===== src/rtl/axis_pkg.sv =====
// Shared defaults for the AXI-Stream register FIFO slice.
package axis_pkg;
  localparam int unsigned AXIS_DATA_W = 8;
  localparam int unsigned AXIS_DEPTH  = 4;
  localparam int unsigned PKT_CNT_W   = 16;
endpackage


===== src/rtl/axis_ready_throttle.sv =====
// Periodic accept window: open for THR_ON cycles, closed for THR_OFF, repeating from reset release.
module axis_ready_throttle #(
  parameter int unsigned THR_EN  = 0,
  parameter int unsigned THR_ON  = 3,
  parameter int unsigned THR_OFF = 2
) (
  input  logic clk,
  input  logic rst,
  output logic thr_open
);

  localparam int unsigned PERIOD = THR_ON + THR_OFF;
  localparam int unsigned CNT_W  = (PERIOD > 1) ? $clog2(PERIOD) : 1;

  generate
    if (THR_EN == 0) begin : g_always_open
      logic unused_ok;
      assign unused_ok = clk ^ rst;
      assign thr_open  = 1'b1;
    end else begin : g_periodic
      logic [CNT_W-1:0] phase_q;
      logic [CNT_W-1:0] phase_d;

      always_comb begin
        phase_d = phase_q;
        if (rst) begin
          phase_d = '0;
        end else if (phase_q == CNT_W'(PERIOD - 1)) begin
          phase_d = '0;
        end else begin
          phase_d = phase_q + 1'b1;
        end
      end

      always_ff @(posedge clk) begin
        phase_q <= phase_d;
      end

      // Compare one bit wider so THR_ON equal to a power of two cannot alias to zero.
      assign thr_open = ({1'b0, phase_q} < (CNT_W + 1)'(THR_ON));
    end
  endgenerate

endmodule


===== src/rtl/axis_reg_fifo.sv =====
// First-word-fall-through AXI-Stream FIFO with registered s_ready, packet counter and optional throttle.
module axis_reg_fifo
  import axis_pkg::*;
#(
  parameter int unsigned DATA_W  = AXIS_DATA_W,
  parameter int unsigned DEPTH   = AXIS_DEPTH,
  parameter int unsigned THR_EN  = 0,
  parameter int unsigned THR_ON  = 3,
  parameter int unsigned THR_OFF = 2
) (
  input  logic                     clk,
  input  logic                     rst,
  input  logic [DATA_W-1:0]        s_data,
  input  logic                     s_valid,
  output logic                     s_ready,
  input  logic                     s_last,
  output logic [DATA_W-1:0]        m_data,
  output logic                     m_valid,
  input  logic                     m_ready,
  output logic                     m_last,
  output logic [$clog2(DEPTH):0]   count,
  output logic [PKT_CNT_W-1:0]     pkt_cnt
);

  localparam int unsigned PTR_W = $clog2(DEPTH);

  typedef struct packed {
    logic              last;
    logic [DATA_W-1:0] data;
  } entry_t;

  entry_t             mem_q [DEPTH];
  logic [PTR_W-1:0]   wr_ptr_q, wr_ptr_d;
  logic [PTR_W-1:0]   rd_ptr_q, rd_ptr_d;
  logic [PTR_W:0]     count_q, count_d;
  logic [PKT_CNT_W-1:0] pkt_cnt_q, pkt_cnt_d;
  logic               thr_open;
  logic               push;
  logic               pop;
  entry_t             rd_entry;

  axis_ready_throttle #(
    .THR_EN (THR_EN),
    .THR_ON (THR_ON),
    .THR_OFF(THR_OFF)
  ) u_throttle (
    .clk     (clk),
    .rst     (rst),
    .thr_open(thr_open)
  );

  // count never exceeds DEPTH, so its MSB alone marks full; m_ready never reaches s_ready.
  assign s_ready  = !rst && !count_q[PTR_W] && thr_open;
  assign m_valid  = !rst && (count_q != '0);
  assign push     = s_valid && s_ready;
  assign pop      = m_valid && m_ready;
  assign rd_entry = mem_q[rd_ptr_q];
  assign m_data   = rd_entry.data;
  assign m_last   = rd_entry.last;
  assign count    = rst ? '0 : count_q;
  assign pkt_cnt  = rst ? '0 : pkt_cnt_q;

  always_comb begin
    wr_ptr_d  = wr_ptr_q;
    rd_ptr_d  = rd_ptr_q;
    count_d   = count_q;
    pkt_cnt_d = pkt_cnt_q;
    if (rst) begin
      wr_ptr_d  = '0;
      rd_ptr_d  = '0;
      count_d   = '0;
      pkt_cnt_d = '0;
    end else begin
      if (push) begin
        wr_ptr_d = wr_ptr_q + 1'b1;
      end
      if (pop) begin
        rd_ptr_d = rd_ptr_q + 1'b1;
        if (rd_entry.last) begin
          pkt_cnt_d = pkt_cnt_q + 1'b1;
        end
      end
      case ({push, pop})
        2'b10:   count_d = count_q + 1'b1;
        2'b01:   count_d = count_q - 1'b1;
        default: count_d = count_q;
      endcase
    end
  end

  always_ff @(posedge clk) begin
    wr_ptr_q  <= wr_ptr_d;
    rd_ptr_q  <= rd_ptr_d;
    count_q   <= count_d;
    pkt_cnt_q <= pkt_cnt_d;
  end

  always_ff @(posedge clk) begin
    if (push) begin
      mem_q[wr_ptr_q] <= '{last: s_last, data: s_data};
    end
  end

endmodule


===== config.mk =====
export PLATFORM = sky130hd
export DESIGN_NAME = axis_reg_fifo
export DESIGN_NICKNAME = d
export VERILOG_FILES = /design/src/rtl/axis_pkg.sv /design/src/rtl/axis_ready_throttle.sv /design/src/rtl/axis_reg_fifo.sv
export SDC_FILE = /design/constraint.sdc
export NUM_CORES = 1
export LEC_CHECK = 0
export ABC_AREA = 1
export BUFFER_PORTS_ARGS = -buffer_cell sky130_fd_sc_hd__buf_2
export CAP_MARGIN = 20
export CORE_MARGIN = 10
export CORE_UTILIZATION = 50
export DETAILED_ROUTE_END_ITERATION = 12
export PLACE_DENSITY_LB_ADDON = 0.08
export SETUP_SLACK_MARGIN = 0.2
export SKIP_LAST_GASP = 1
export SLEW_MARGIN = 20
export SYNTH_ARGS = -nofsm -noshare
export SYNTH_HDL_FRONTEND = slang
export SYNTH_SLANG_ARGS = --single-unit

===== constraint.sdc =====
create_clock -name clk -period 1.7 [get_ports clk]
set_input_delay 0.17 -clock clk [delete_from_list [all_inputs] [get_ports clk]]
set_output_delay 0.17 -clock clk [all_outputs]
set_load 0.1 [all_outputs]

==> results.toml, run 1 <==
[synth]
ys.flop_type = "edfxtp_1"
yosysWarnings = 0
synth_cell_types = 27
async_reset_ff_share_pct = 0
post_synth.cell_area_avg_um2 = 8.93
synth_edf_count = 36
synth.ff_latch_count = 61
synth_nets = 339
synth_top_area_share_pct = 38.0
synth_area_leader_cell = "edfxtp_1"
yosysSeqAreaShare_pct = 55.5
syn_inst = 319
synth_area_leaders = "edfxtp_1 (38%), dfxtp_1 (18%), nor2_1 (9.6%)"
synth_area_mm2 = 0.00285

[detailed_routing]
drc = 0
drtAntennaViolNets = 0
dr.pass1.iters = 4
drt_iter0_drc = 150
viasPerCell = 5.12
routed-via-count = 2415
drt-wirelength-per-cell_um = 15.0
drt_wl_total_mm = 7.08

[floorplan]
fp.dieW_um = 95.5
die_height_um = 95.5
dieArea_mm2 = 0.00911
core_area_mm2 = 0.00551
placement_rows = 27
ios = 43
initial_core_util_pct = 51.7

[critical_path]
worst_path_most_repeated_cell = "inv_4"
cp.arrival_ns = 1.92
cp_slowest_cell = "fa_2"
endpoint_kind = "flip-flop"
crit_buf_inv = 2
path_cells = "nor2_2, nand2_2, nand3_4, inv_4, ha_4, inv_4, fa_2, a21oi_2, o21ai_2, xor2_1, nor2_1"
path_delay_family = "adder cells"
max_stage_delay_ns = 0.37
criticalPathCategory = "flip-flop to flip-flop"
cp.required_ns = 1.92
critPathLaunchType = "flip-flop"
path_max_fanout = 2

[hold_path]
hold_class = "input port to flip-flop"

[layout]
final_cells = 472
n_antenna_cell = 0
design_area_mm2 = 0.00421
fill_cells = 364
area_growth_pct = 48.0
drive_gt1_share_pct = 43.5
fin_nets = 415
fin_util_pct = 76.5

[cts]
clk_path_buf_depth = 2
cts_root_buf = "clkbuf_8"
cts_hold_buf = 0
tritoncts = "built"
htree_levels = 3
path_clk_slew_ns = 0.07
clk_latency_ns = 0.33
cts_buffers = 9
cts_sinks = 61

[status]
failed_checks = "negative setup slack"
outcome = "complete, but fails checks"

[timing]
drv_slew = 0
hold_violations = 0
rsz0062_at_grt = "yes"
whs_ns = 0.0563
finalSetupViolCount = 1
timing.final.crit_share_pct = 100
skew_ns = 0.0127
max_freq_mhz = 586
setup_slack_ns = -0.00615
period_needed_ns = 1.71
slew_headroom_pct = 66.9
worst_pin_slew_ns = 0.499

[global_route]
grt_start_max_net_pins = 21
grt_pass1_wl_mm = 10.7
antenna_found_initial = 0
grt_pass1_vias = 2309
grt_overflow = 0
grt_usage_pct = 15.0

[placed_design]
place_inst = 441
dpl.hpwl_mm = 4.37
port-buffer-count = 42
placed_area_mm2 = 0.00351
routabilityCongestion = 0.798

[power_and_ir_drop]
power.density_mw_per_mm2 = 851
swShare_pct = 28.2
pwr-share-comb_pct = 20.2
p_clk_share_pct = 34.3
peakVddDrop_v = 0.000613
power.internal_mw = 2.57
total_leakage_power_nw = 1.62
p_seq_share_pct = 45.5
switching_power_mw = 1.01
power_mw = 3.58

[run]
max_cap_viol_count = 0
-- placed cells by master, fill, tap and decap left out, types with 4 or more instances in the layout --
cell | synthesis | routed
o22ai_4 | 0 | 8
o21ai_2 | 0 | 8
clkbuf_8 | 0 | 10
nand2_4 | 1 | 5
dfxtp_1 | 25 | 18
buf_6 | 4 | 9
nand3_1 | 14 | 12
buf_12 | 0 | 11
o21ai_4 | 0 | 8
inv_1 | 38 | 34
nand2_1 | 47 | 39
o21ai_1 | 2 | 4
clkbuf_4 | 0 | 7
nor2_1 | 73 | 54
buf_2 | 0 | 16
o21ai_0 | 22 | 4
nor2_2 | 0 | 16
edfxtp_1 | 36 | 36
ha_1 | 6 | 4
a21oi_2 | 5 | 8
buf_4 | 1 | 27
a21oi_1 | 14 | 11
dfxtp_2 | 0 | 5
inv_4 | 0 | 4
nand2_2 | 4 | 8
-- cells in the mapped netlist (2+ instances only) --
| library cell | number |
|---|---|
| edfxtp_1 | 36 |
| inv_1 | 38 |
| nand2_2 | 4 |
| dfxtp_1 | 25 |
| xor2_1 | 3 |
| buf_6 | 4 |
| clkbuf_1 | 5 |
| nor2_1 | 73 |
| o21ai_1 | 2 |
| a21oi_2 | 5 |
| o22ai_1 | 8 |
| o21ai_0 | 22 |
| nand3_1 | 14 |
| inv_2 | 2 |
| nand3_2 | 2 |
| nand2_1 | 47 |
| ha_1 | 6 |
| a21oi_1 | 14 |
-- flip-flops by register name, indices dropped and copies added, names as in the netlist, named ones only --
name and cells:
wr_ptr_q 2, pkt_cnt_q 16, rd_ptr_q 2, mem_q 36
count_q 3
-- worst reg2reg max path, stage by stage (launching register included) --
cell and delay, ns:
dfxtp_2 0.33, nor2_2 0.05, nand2_2 0.08, nand3_4 0.08, inv_4 0.07, ha_4 0.13, inv_4 0.04, fa_2 0.37
a21oi_2 0.16, o21ai_2 0.07, xor2_1 0.16, nor2_1 0.05
-- cell type report --
type                            count  area [µm²]  share of cell area [%]
Clock buffer                       13         149                    3.53
Clock inverter                      3        37.5                   0.891
Timing Repair inverter              2        17.5                   0.416
Timing Repair Buffer               73         722                    17.1
Tap cell                           72        90.1                    2.14
Sequential cell                    61        1600                    37.9
Inverter                           42         185                    4.39
Multi-Input combinational cell    206        1420                    33.6
-- cells by family (layout without fill, tap and decap cells) --
kind of cell | after synthesis | after routing | share of synthesized area (%)
fa+ha+maj | 7 | 7 | 3.34
flops | 61 | 61 | 55.5
xor+xnor | 3 | 3 | 0.923
simple gates | 145 | 145 | 22.0
buf+inv | 52 | 133 | 8.26
compound gates | 51 | 51 | 9.97
-- stage by stage --
| stage | setup WS [ns] | TNS [ns] |
|---|---|---|
| after floorplan | -0.246 | -6.28 |
| after global placement | 0.00769 | 0 |
| after detailed placement | -0.0961 | -0.0961 |
| after CTS | 0.0294 | 0 |
| after global routing | -0.0750 | -0.0750 |
| final | -0.00615 | -0.00615 |
-- timing repair --
item / in CTS / in global routing
gates cloned: 0 / 4
gates resized for setup: 59 / 60
pin swaps: 17 / 20
buffers inserted: 6 / 5
setup endpoints to repair: 37 / 35
-- path summary, 6_finish.rpt --
kind	depth (start not counted)	slack, ns	from	to
max reg2reg	11	-0.006	count_q[0]	count_q[2]
min reg2reg	2	0.49	rd_ptr_q[1]	rd_ptr_q[1]
max	11	-0.006	count_q[0]	count_q[2]
min	1	0.06	s_data[6]	mem_q[0][6]
-- layer usage --
layer,share of wire [%],vias to the layer above,track usage [%]
met1,43,1138,17.7
met3,5.9,14,3.93
li1,-,1192,-
met2,50,71,24.9
met4,1.8,0,7.49
met5,0,-,0
-- power by group through the flow --
stage | Clock [mW] | Sequential [mW] | Combinational (mW)
after floorplan | 0 | 1.65 | 0.432
after global placement | 0 | 1.65 | 0.618
after detailed placement | 0 | 1.65 | 0.625
after CTS | 1.26 | 1.62 | 0.668
after global routing | 1.31 | 1.63 | 0.763
final | 1.23 | 1.63 | 0.723
Power figures use the tool's default switching activity.
==> run 2, diff against run 1 <==
--- a/config.mk
+++ b/config.mk
@@ -12,6 +12,7 @@
 export CORE_UTILIZATION = 50
 export DETAILED_ROUTE_END_ITERATION = 12
 export PLACE_DENSITY_LB_ADDON = 0.08
+export REMOVE_ABC_BUFFERS = 1
 export SETUP_SLACK_MARGIN = 0.2
 export SKIP_LAST_GASP = 1
 export SLEW_MARGIN = 20
==> run 2 against run 1 <==
Effect of this change: clock-buffer cell count down 1; wire length down 6.3%; highest routed layer unchanged; global-route usage down 0.50 points; combinational power down 8.7%; first-iteration DRC count down 57%; worst hold slack better by 0.0079 ns; non-clock buffer count down 9; the flow now finishes without violations; critical path depth unchanged; via count down 5.8%.
==> results.toml, run 2 (synthesis gave the netlist of run 1 again) <==
[placed_design]
routabilityCongestion = 0.818
dpl.hpwl_mm = 4.14
port-buffer-count = 42
dp_worst_setup_slack_ns = -0.0959

[critical_path]
cp_slowest_cell = "dfxtp_2"
path_max_fanout = 3
cp.arrival_ns = 1.84
ff2ff_setup_slack_ns = 0.07
critPathLaunchType = "flip-flop"
cp.required_ns = 1.91
worst_path_most_repeated_cell = "inv_2"
criticalPathCategory = "flip-flop to flip-flop"
r2r_cells = 11
endpoint_kind = "flip-flop"
max_stage_delay_ns = 0.35
path_cells = "inv_2, nand2_2, nand3_4, inv_4, ha_4, inv_2, fa_2, a21oi_2, o21ai_1, xor2_1, nor2_1"
rr_endpoint = "count_q[2]"
r2r_start = "count_q[2]"

[power_and_ir_drop]
peakVddDrop_v = 0.000544
total_leakage_power_nw = 1.55
power_mw = 3.58
power.density_mw_per_mm2 = 911

[detailed_routing]
viasPerCell = 4.94
routed-via-count = 2276
drt_wl_total_mm = 6.63
wl_met3_um = 249
dr.pass1.iters = 4
drc = 0
drtAntennaViolNets = 0
dr.max_layer_used = "met4"
met1_length_mm = 2.71
wl_met2_mm = 3.50
drt-wirelength-per-cell_um = 14.4
drt_iter0_drc = 65

[layout]
fin_nets = 404
largest_reg_flops = 36
final_common_cell = "nor2_1"
n_antenna_cell = 0
final_cell_mix = "nor2_1 (64), nand2_1 (46), inv_1 (36), edfxtp_1 (36), buf_4 (21)"
fin_util_pct = 71.3
top_register = "mem_q"
area_growth_pct = 38.0
drive_gt1_share_pct = 36.2
top_regs = "mem_q x36, pkt_cnt_q x16, count_q x3"

[floorplan]
die_height_um = 95.5
core_area_mm2 = 0.00551
dieArea_mm2 = 0.00911
placement_rows = 27
ios = 43
fp.dieW_um = 95.5
initial_core_util_pct = 51.7

[cts]
clk_latency_ns = 0.32
htree_levels = 3
cts_sinks = 61
cts_hold_buf = 0
cts_root_buf = "clkbuf_8"
clk_path_buf_depth = 2
cts_buffers = 9
tritoncts = "built"
path_clk_slew_ns = 0.07

[timing]
finalSetupViolCount = 0
drv_slew = 0
whs_ns = 0.0641
period_needed_ns = 1.63
max_freq_mhz = 612
rsz0062_at_grt = "yes"
setup_slack_ns = 0.0659
skew_ns = 0.00840
hold_violations = 0
setup_tns_ns = 0
slew_headroom_pct = 66.9
worst_pin_slew_ns = 0.500
timing.final.crit_share_pct = 96.1

[global_route]
grt_pass1_wl_mm = 10.3
grt_pass1_vias = 2308
grt_start_max_net_pins = 26
grt_overflow = 0
grt_usage_pct = 14.5
antenna_found_initial = 0

[hold_path]
worstHoldEndpoint = "mem_q[3][7]"
min_path_cells = 1
hold_start = "s_data[7]"
hold_class = "input port to flip-flop"

[status]
outcome = "finished clean"

[run]
max_cap_viol_count = 0
## run 2: cell types whose count changed in the layout (fill, tap and decap cells not counted), moves of 6 or more
cell / previous run / this run
nor2_2: 16 / 3
nor2_1: 54 / 64
o21ai_4: 8 / 2
nand2_1: 39 / 46
buf_6: 9 / 2
buf_4: 27 / 21
## run 2: worst max-delay path by stage
stage	start	endpoint	slack [ns]
2_1_floorplan	count_q[2]	count_q[1]	-1.44
3_3_place_gp	count_q[2]	count_q[2]	-0.05
3_5_place_dp	count_q[2]	count_q[2]	-0.1
4_1_cts	flip-flop	m_data[1]	0.09
5_1_grt	count_q[2]	count_q[2]	-0.002
6_report	count_q[2]	count_q[2]	0.07
## run 2: power breakdown
| group | internal, mW | switching [mW] |
|---|---|---|
| combinational | 0.225 | 0.435 |
| sequential | 1.60 | 0.0257 |
| clock | 0.753 | 0.540 |
## run 2: per-layer routing
layer	global-route usage (%)	vias up
li1	-	1163
met1	15.1	1053
met2	27.0	44
met3	3.22	16
met4	6.88	0
met5	0	-
## run 2: cell type report
class	instances	area (µm²)
inverters	42	169
well taps	72	90.1
multi-input cells	206	1250
fillers	423	1580
clock inverters	4	47.5
flip-flops and latches	61	1600
repair buffers	64	621
clock buffers	12	155
## run 2: worst max-delay path, delay by kind of cell, from the launching register on
| family | cells | cell delay, ns |
|---|---|---|
| xor gates and xnor gates | 1 | 0.13 |
| DFF | 1 | 0.35 |
| AOI/OAI and AO/OA | 2 | 0.21 |
| buffers and inverters | 3 | 0.15 |
| and+or+nand+nor | 3 | 0.22 |
| adders and majority gates | 2 | 0.47 |
## run 2: metrics by stage
stage / area, µm² / cells
after floorplan: 2780 / 309
after global placement: 3370 / 441
after detailed placement: 3370 / 441
after CTS: 3800 / 461
after global routing: 3930 / 461
final: 3930 / 461
## run 2: repair_timing
item	4_1_cts	5_1_grt
setup buffers	3	0
cloned	1	0
resized for setup	47	52
setup endpoints to repair	31	29
pin swaps	9	14
